### src/rtl/sha256_block_sequencer.sv
`default_nettype none
// +----------------------------------------------------------------------------+
// | Module      : sha256_block_sequencer                                       |
// | Description : Walks one whole message through the SHA-256 fetch/padding    |
// |               path, one 512-bit block at a time. For each block it issues  |
// |               16 word reads and drives the padder's start/enable. It then  |
// |               raises a block-valid handshake toward the compression core   |
// |               and waits for the acknowledge. The total block count is      |
// |               derived from the byte length, including the padding-overflow |
// |               block.                                                       |
// | Revision    : 1.0 - initial release                                        |
// +----------------------------------------------------------------------------+
// Ports:
//   clk        in   1   rising-edge clock
//   resetn     in   1   asynchronous active-low reset
//   go         in   1   start-of-message pulse, sampled only while idle
//   msg_size   in  64   message length in bytes, stable from go until done
//   busy       out  1   high in every state except idle
//   done       out  1   one-cycle pulse after the last block is acknowledged
//   err        out  1   sticky padding-consistency error, cleared by next go
//   rd_en      out  1   message-store read strobe
//   rd_addr    out 59   word address {cur_block, offset}
//   cur_block  out 55   current block index to the padder
//   offset     out  4   word index within the block to the padder
//   pad_start  out  1   padder start pulse (first word of each block)
//   pad_en     out  1   padder enable
//   pad_of     in   1   padder overflow indication
//   w_valid    out  1   padder output word valid this cycle
//   blk_valid  out  1   16 words delivered, waiting on the core
//   blk_ack    in   1   compression core accepts the block
module sha256_block_sequencer #(
  parameter int RD_LAT = 1
) (
  input  logic        clk,
  input  logic        resetn,
  input  logic        go,
  input  logic [63:0] msg_size,
  output logic        busy,
  output logic        done,
  output logic        err,
  output logic        rd_en,
  output logic [58:0] rd_addr,
  output logic [54:0] cur_block,
  output logic [3:0]  offset,
  output logic        pad_start,
  output logic        pad_en,
  input  logic        pad_of,
  output logic        w_valid,
  output logic        blk_valid,
  input  logic        blk_ack
);

  // One stage for the store read, one for the padder output register.
  localparam int WV_DEPTH = RD_LAT + 1;

  typedef enum logic [2:0] {
    ST_IDLE     = 3'd0,
    ST_FETCH    = 3'd1,
    ST_DRAIN    = 3'd2,
    ST_WAIT_ACK = 3'd3,
    ST_DONE     = 3'd4
  } state_e;

  state_e              state_q,     state_d;
  logic [54:0]         cur_block_q, cur_block_d;
  logic [3:0]          offset_q,    offset_d;
  logic                drain_cnt_q, drain_cnt_d;
  logic                err_q,       err_d;
  logic [WV_DEPTH-1:0] wv_pipe_q,   wv_pipe_d;

  logic [54:0] last_idx;
  logic        tail_overflows;
  logic        is_last_block;
  logic        pad_of_expected;
  logic        unused_msg_hi;

  // A tail of more than 55 bytes leaves no room for the 0x80 marker plus the
  // 64-bit length, so the padding spills into one extra block.
  assign tail_overflows  = msg_size[5:0] > 6'd55;
  assign last_idx        = msg_size[60:6] + {54'd0, tail_overflows};
  assign is_last_block   = (cur_block_q == last_idx);
  // Only the block before the spill block should see the padder overflow.
  // When tail_overflows is set, last_idx is at least 1, so no underflow.
  assign pad_of_expected = tail_overflows && (cur_block_q == (last_idx - 55'd1));

  // Block indices are 55 bits wide; the top length bits cannot be addressed.
  assign unused_msg_hi   = ^msg_size[63:61];

  // --------------------------------------------------------------------------
  // Next-state and sequencing logic
  // --------------------------------------------------------------------------
  always_comb begin
    state_d     = state_q;
    cur_block_d = cur_block_q;
    offset_d    = offset_q;
    drain_cnt_d = drain_cnt_q;
    err_d       = err_q;

    case (state_q)
      ST_IDLE: begin
        if (go) begin
          err_d       = 1'b0;
          cur_block_d = 55'd0;
          offset_d    = 4'd0;
          state_d     = ST_FETCH;
        end
      end

      ST_FETCH: begin
        // Wraps to 0 after word 15, ready for the next block.
        offset_d = offset_q + 4'd1;
        if (offset_q == 4'd15) begin
          if (pad_of != pad_of_expected) begin
            err_d = 1'b1;
          end
          drain_cnt_d = 1'b0;
          state_d     = ST_DRAIN;
        end
      end

      ST_DRAIN: begin
        // Two cycles: flush the read stage, then the padder register stage.
        if (drain_cnt_q) begin
          drain_cnt_d = 1'b0;
          state_d     = ST_WAIT_ACK;
        end else begin
          drain_cnt_d = 1'b1;
        end
      end

      ST_WAIT_ACK: begin
        if (blk_ack) begin
          if (is_last_block) begin
            state_d = ST_DONE;
          end else begin
            cur_block_d = cur_block_q + 55'd1;
            offset_d    = 4'd0;
            state_d     = ST_FETCH;
          end
        end
      end

      ST_DONE: begin
        // Leave the address at zero so that idle presents all-zero outputs.
        cur_block_d = 55'd0;
        offset_d    = 4'd0;
        state_d     = ST_IDLE;
      end

      default: begin
        state_d = ST_IDLE;
      end
    endcase
  end

  // Word-valid follows the fetch flag by the read latency plus the padder stage.
  assign wv_pipe_d = {wv_pipe_q[WV_DEPTH-2:0], (state_q == ST_FETCH)};

  // --------------------------------------------------------------------------
  // State registers
  // --------------------------------------------------------------------------
  always_ff @(posedge clk or negedge resetn) begin
    if (!resetn) begin
      state_q     <= ST_IDLE;
      cur_block_q <= 55'd0;
      offset_q    <= 4'd0;
      drain_cnt_q <= 1'b0;
      err_q       <= 1'b0;
      wv_pipe_q   <= '0;
    end else begin
      state_q     <= state_d;
      cur_block_q <= cur_block_d;
      offset_q    <= offset_d;
      drain_cnt_q <= drain_cnt_d;
      err_q       <= err_d;
      wv_pipe_q   <= wv_pipe_d;
    end
  end

  // --------------------------------------------------------------------------
  // Outputs: decoded from registered state only, no input-to-output path
  // --------------------------------------------------------------------------
  always_comb begin
    busy      = 1'b0;
    done      = 1'b0;
    rd_en     = 1'b0;
    pad_start = 1'b0;
    pad_en    = 1'b0;
    blk_valid = 1'b0;

    case (state_q)
      ST_FETCH: begin
        busy      = 1'b1;
        rd_en     = 1'b1;
        pad_en    = 1'b1;
        pad_start = (offset_q == 4'd0);
      end
      ST_DRAIN: begin
        busy   = 1'b1;
        pad_en = 1'b1;
      end
      ST_WAIT_ACK: begin
        busy      = 1'b1;
        blk_valid = 1'b1;
      end
      ST_DONE: begin
        busy = 1'b1;
        done = 1'b1;
      end
      default: begin
        busy = 1'b0;
      end
    endcase
  end

  assign err       = err_q;
  assign cur_block = cur_block_q;
  assign offset    = offset_q;
  assign rd_addr   = {cur_block_q, offset_q};
  assign w_valid   = wv_pipe_q[WV_DEPTH-1];

endmodule
`default_nettype wire

### config.mk
export PLATFORM = sky130hd
export DESIGN_NAME = sha256_block_sequencer
export DESIGN_NICKNAME = d
export VERILOG_FILES = /design/src/rtl/sha256_block_sequencer.sv
export SDC_FILE = /design/constraint.sdc
export NUM_CORES = 1
export LEC_CHECK = 0
export CAP_MARGIN = 30
export CORE_ASPECT_RATIO = 0.5
export CORE_MARGIN = 2
export CORE_UTILIZATION = 52
export CTS_CLUSTER_SIZE = 8
export DETAILED_ROUTE_END_ITERATION = 6
export GPL_TIMING_DRIVEN = 0
export PLACE_DENSITY = 0.9
export SYNTH_ARGS = -nofsm -noshare
export SYNTH_HDL_FRONTEND = slang
export SYNTH_SLANG_ARGS = --single-unit
export TNS_END_PERCENT = 10
### constraint.sdc
create_clock -name clk -period 4.15 [get_ports clk]
set_clock_uncertainty 0.2 [all_clocks]
set_input_delay 0.83 -clock clk [delete_from_list [all_inputs] [get_ports clk]]
set_output_delay 0.83 -clock clk [all_outputs]
set_load 0.01 [all_outputs]
==> impl_metrics.ini, run 1 <==
[pwr]
power_frac_comb_pct = 40.6
pwr-share-seq_pct = 30.3
leakagePower_nw = 5.22
internal_power_mw = 1.57
p_sw_uw = 950
p_per_area_nw_per_um2 = 197
p_clk_share_pct = 29.1
total_power_mw = 2.52
ir_drop_mv = 0.367
sw_frac_of_total_pct = 37.7

[floorplanning]
core-area_um2 = 16200
die_w_um = 185
die-area_um2 = 17500
ios = 195
start_util_pct = 52.6
die_h_um = 94.6
num_rows = 33

[global_route]
grt_pass1_vias = 9551
antenna_found_initial = 0
overflow = 0
grt_max_degree = 67
grt_pass1_wl_um = 50900
grt_usage_pct = 37.5

[synth]
synth_top_area_share_pct = 19.3
synth_cell_types = 72
netlist.top_cell.by_area = dfrtp_1
yosysWarnings = 0
synth_edf_count = 0
yosys.cell_count.top_type = nor2_1
ys_ff_latch = 66
synth_area_leaders = dfrtp_1, xnor2_1, xor2_1
synth-main-ff-cell = dfrtp_1
syn_avg_cell_area_um2 = 7.84
synth_common_cells = nor2_1, xnor2_1, xor2_1
synth_area_um2 = 8540
synthCells = 1089
synthArstFlopShare_pct = 100
synth_nets = 1164
yosysSeqAreaShare_pct = 19.3

[routing]
drt_iter0_markers = 1029
post_drt_wl_per_cell_um = 22.1
drc_errors = 0
via_count = 10100
finalWirelength_um = 35100
drtAntennaViolNets = 0
vias_per_cell = 6.34
first_pass_iters = 6

[finish]
diodes = 0
fin_cells = 1588
fin_nets = 1431
drive_gt1_share_pct = 28.2
areaGrowthSynthToFinish_pct = 49.8

[critical_path]
cp.arrival_ns = 5.10
r2r-end = cur_block[54]$_DFFE_PN0P_
cp_max_fo = 6
reg2reg_slack_ns = -0.57
r2r_start = cur_block[2]$_DFFE_PN0P_
endpoint_kind = register
start_kind = primary input
required_ns = 4.16
crit_type = primary input to register
worstRegToRegCells = 13
startpoint = msg_size[3]

[sta]
drv_slew = 0
finalSetupViolCount = 62
fin_crit_ns = 5.09
finalHoldViolCount = 0
fin_crit_sh_pct = 123
holdWs_ns = 0.162
slew_headroom_pct = 43.0
rsz0062_at_grt = true
worstMarginPinSlew_ns = 0.855
timing.final.ws_setup_ns = -0.936
clock.fmax_ghz = 0.197

[worst_hold_path]
hold_end = wv_pipe_q[1]$_DFF_PN0_
min_path_type = register to register
hold_start = wv_pipe_q[0]$_DFF_PN0_
hold_depth = 0

[placed_design]
gp_congestion = 0.947
placedCellCount = 1488
place.detailed.hpwl_um = 23800
port-buffer-count = 172

[outcome]
status = complete, but fails checks
violations = setup timing

[cts]
cts_made_buffers = 9
ctsRootBufferMaster = clkbuf_16
cts.clk_slew.worst_paths_ns = 0.07
htree_levels = 3
cts_tree = built
clk_path_buf_depth = 2
insertion_delay_ns = 0.35
cts_sinks = 66

[run]
max-cap-violations = 0
[sequential cells by signal (all words and copies together) (netlist names)]
signal,flops
err,1
wv_pipe_q,2
cur_block,55
drain_cnt_q,1
offset,4
state_q,3
[metrics by stage]
step | cell area, um^2 | worst slack, ns | util [%] | setup TNS, ns
final | 12800 | -0.936 | 78.9 | -40.66
after global routing | 12800 | -1.05 | 78.9 | -45.39
after CTS | 12300 | -0.906 | 75.6 | -24.78
after detailed placement | 10800 | -2.30 | 66.4 | -106.19
after global placement | 10800 | -2.28 | 66.4 | -107.58
after floorplan | 8770 | -0.563 | - | -20.13
[how the worst max path moves through the flow]
stage | to | slack, ns | cells past startpoint
final | err$_DFFE_PN0P_ | -0.94 | 20
after global routing | err$_DFFE_PN0P_ | -1.05 | 19
after CTS | err$_DFFE_PN0P_ | -0.91 | 20
after detailed placement | err$_DFFE_PN0P_ | -2.30 | 17
after global placement | err$_DFFE_PN0P_ | -2.28 | 17
after floorplan | err$_DFFE_PN0P_ | -0.56 | 18
[layer usage]
metal | vias up | wire, um | track usage, %
met5 | - | 0 | 0
met3 | 132 | 3940 | 8.02
li1 | 4404 | - | -
met2 | 667 | 16300 | 62.8
met4 | 0 | 1140 | 9.79
met1 | 4869 | 13700 | 49.3
[timing repair]
item / CTS / global route
pin swaps: 57 / 48
gates resized for setup: 185 / 71
setup buffers: 63 / 23
gates cloned: 1 / 3
hold buffers: 0 / 0
endpoints found under the setup margin: 62 / 61
[layout by cell type (no fill, tap or decap), types with 24 or more instances in the layout]
cell             count
nand2_1             45
xor2_1              68
nor3_1              31
inv_1               24
xnor2_1             95
nand3_1             44
nand4_1             65
dfrtp_1             66
and4_1              31
and3_1              29
nor2_1             105
clkdlybuf4s50_1    150
buf_4              140
[logic make-up (layout without fill, tap and decap cells)]
group	Yosys count	in the layout	share of synthesized area [%]
simple gates	540	541	36.7
compound gates	117	117	9.42
xor+xnor	195	195	22.0
flops	66	66	19.3
fa+ha+maj	6	6	0.879
mux	13	13	1.55
buf+inv	152	423	10.1
[worst max-delay path, stage by stage]
cell	delay, ns
buf_6	0.06
and3_4	0.20
ha_4	0.14
ha_4	0.12
and3_4	0.26
nand4_4	0.11
buf_8	0.15
buf_6	0.12
o31a_1	0.29
a211oi_4	0.29
nand4_4	0.19
buf_12	0.18
nor4b_4	0.39
nand2_2	0.17
buf_4	0.18
a2111oi_0	0.72
or4_4	0.28
nor4_4	0.06
xnor2_1	0.23
a22oi_1	0.12
[power by group through the flow]
stage	combinational [mW]	sequential, mW	clock (mW)
finish	1.02	0.762	0.734
global route	1.08	0.765	0.757
CTS	0.942	0.757	0.727
detailed placement	0.865	0.764	0
global placement	0.836	0.759	0
floorplan	0.486	0.765	0
[cell type report]
type                    count  area, um^2
clock buffers               9         225
inverters                  25        93.8
fillers                  1072        3430
well taps                 227         284
multi-input cells         872        7100
clock inverters             7        53.8
plain buffers             121         857
flip-flops and latches     66        1650
repair buffers            261        2530
No activity file was read; power rests on OpenSTA's default activity.
==> run 2: changes to the inputs <==
Settings changed: CORE_UTILIZATION 52 to 53, CTS_BUF_LIST set to sky130_fd_sc_hd__clkbuf_8, PLACE_DENSITY 0.9 to 0.92.
==> run 2 against run 1 <==
Against the previous run:
- the run still ends with setup timing left
- via count up 0.58%
- non-clock buffer count down 10
- first-iteration DRC count up 4.3%
- highest routed layer unchanged
- die area down 1.8%
- maximum frequency down 2.1%
- register-to-register slack about the same
- final cell count down 2.0%
- final area down 2.5%
- total power down 5.6%
- sequential share of layout area up 0.34 points
==> impl_metrics.ini, run 2 (synthesized netlist as in run 1, its figures left out) <==
[outcome]
status = complete, but fails checks
violations = setup timing

[routing]
via_count = 10100
finalWirelength_um = 35400
vias_per_cell = 6.51
drc_errors = 0
drtAntennaViolNets = 0
post_drt_wl_per_cell_um = 22.7
first_pass_iters = 6
drt_iter0_markers = 1073

[sta]
worstMarginPinSlew_ns = 0.894
finalHoldViolCount = 0
rsz0062_at_grt = true
fin_crit_ns = 5.20
clock.fmax_ghz = 0.192
holdWs_ns = 0.160
timing.final.ws_setup_ns = -1.05
slew_headroom_pct = 40.4
fin_crit_sh_pct = 125
drv_slew = 0
finalSetupViolCount = 62

[pwr]
total_power_mw = 2.38
p_per_area_nw_per_um2 = 191
power_frac_comb_pct = 43.2
sw_frac_of_total_pct = 38.8
leakagePower_nw = 5.11
pwr-share-seq_pct = 31.9
p_clk_share_pct = 24.9
p_sw_uw = 923
internal_power_mw = 1.46
ir_drop_mv = 0.439

[cts]
htree_levels = 3
cts_sinks = 66
cts_tree = built
clk_path_buf_depth = 2
insertion_delay_ns = 0.38
holdBufCountCts = 0
ctsRootBufferMaster = clkbuf_8
cts.clk_slew.worst_paths_ns = 0.09
cts_made_buffers = 9

[finish]
fin_nets = 1422
final_common_cell = clkdlybuf4s50_1
drive_gt1_share_pct = 26.4
largest_reg_flops = 55
fin_area_um2 = 12500
layout_common_cells = clkdlybuf4s50_1, buf_4, nor2_1
num-fill-cells = 995
areaGrowthSynthToFinish_pct = 46.0

[placed_design]
dpl_cell_area_um2 = 10700
place_ws_ns = -2.25
port-buffer-count = 172
gp_congestion = 0.973
place.detailed.hpwl_um = 24400

[global_route]
grt_max_degree = 67
grt_pass1_wl_um = 51900
grt_pass1_vias = 9444
overflow = 0
grt_usage_pct = 39.0
antenna_found_initial = 1

[critical_path]
crit_chain = clkdlybuf4s15_1 -> ha_4 -> ha_4 -> and3_4 -> nand4_4 -> buf_8 -> buf_4 -> buf_6 -> nor3_4 -> buf_4 -> nor2_1 -> o2bb2ai_1 -> or4_4 -> mux2i_1 -> a2111oi_4 -> nand4_1 -> or4_4 -> nor4_4 -> xnor2_1 -> a22oi_1
crit_type = primary input to register
endpoint_kind = register
required_ns = 4.21
cp_slowest_cell = o2bb2ai_1
cp_max_fo = 5
cp.arrival_ns = 5.26
start_kind = primary input
slowest_delay_ns = 0.51

[floorplanning]
ios = 195
die_w_um = 184
start_util_pct = 54.9
die-area_um2 = 17200
die_h_um = 93.8
core-area_um2 = 15600
num_rows = 32

[run]
max-cap-violations = 0

[worst_hold_path]
min_path_type = register to register
-- run 2: critical path, delay by kind of cell --
family                   cells  cell delay, ns
multiplexers                 1            0.11
AO/OA/AOI/OAI                3            0.97
AND/OR/NAND/NOR              8            2.07
adder cells (fa/ha/maj)      2            0.30
buffers and inverters        5            0.77
XOR/XNOR                     1            0.19
-- run 2: area by class of cell --
cell class | instances | area [um^2] | share of cell area (%)
tap | 204 | 255 | 2.05
antenna | 1 | 2.50 | 0.0201
sequential | 66 | 1650 | 13.2
buffer | 122 | 883 | 7.08
clock inverter | 6 | 65.1 | 0.522
multi-input combinational | 873 | 7010 | 56.2
inverter | 25 | 93.8 | 0.752
timing repair buffer | 250 | 2370 | 19.0
clock buffer | 10 | 138 | 1.10
-- run 2: repair_timing --
action | CTS | global route
buffers inserted | 63 | 13
gates cloned | 2 | 2
pin swaps | 67 | 26
gates resized for setup | 182 | 54
setup endpoints to repair | 62 | 62
-- run 2: path summary, 6_finish.rpt --
kind,cells past startpoint,slack [ns],endpoint,start
hold / removal,0,0.16,wv_pipe_q[1]$_DFF_PN0_,wv_pipe_q[0]$_DFF_PN0_
setup / recovery,20,-1.05,err$_DFFE_PN0P_,msg_size[6]
max in group asynchronous,1,2.78,cur_block[11]$_DFFE_PN0P_,resetn
min in group asynchronous,1,0.36,cur_block[44]$_DFFE_PN0P_,resetn
setup reg to reg,14,-0.57,cur_block[54]$_DFFE_PN0P_,cur_block[2]$_DFFE_PN0P_
hold reg to reg,0,0.16,wv_pipe_q[1]$_DFF_PN0_,wv_pipe_q[0]$_DFF_PN0_
-- run 2: power groups by stage --
stage                     registers, mW  logic, mW  clock network [mW]
after CTS                         0.752      0.950               0.577
after floorplan                   0.765      0.486                   0
final                             0.760       1.03               0.592
after global routing              0.769       1.08               0.612
after detailed placement          0.761      0.866                   0
after global placement            0.759      0.837                   0
-- run 2: through the flow --
stage	utilization [%]	std cells	setup TNS, ns
floorplan	-	1089	-20.13
global placement	69.0	1465	-106.71
detailed placement	69.0	1465	-112.85
CTS	77.9	1544	-36.97
global route	80.1	1557	-47.51
finish	80.1	1557	-47.43
-- run 2: metal layers --
metal  up-vias  global-route usage (%)  wire [um]  share of wire [%]
met1      4905                    51.3      14200                 40
met2       706                    64.7      16000                 45
met4         0                    12.7       1280                3.6
li1       4384                       -          -                  -
met5         -                       0          0                  0
met3       135                    7.95       3890                 11
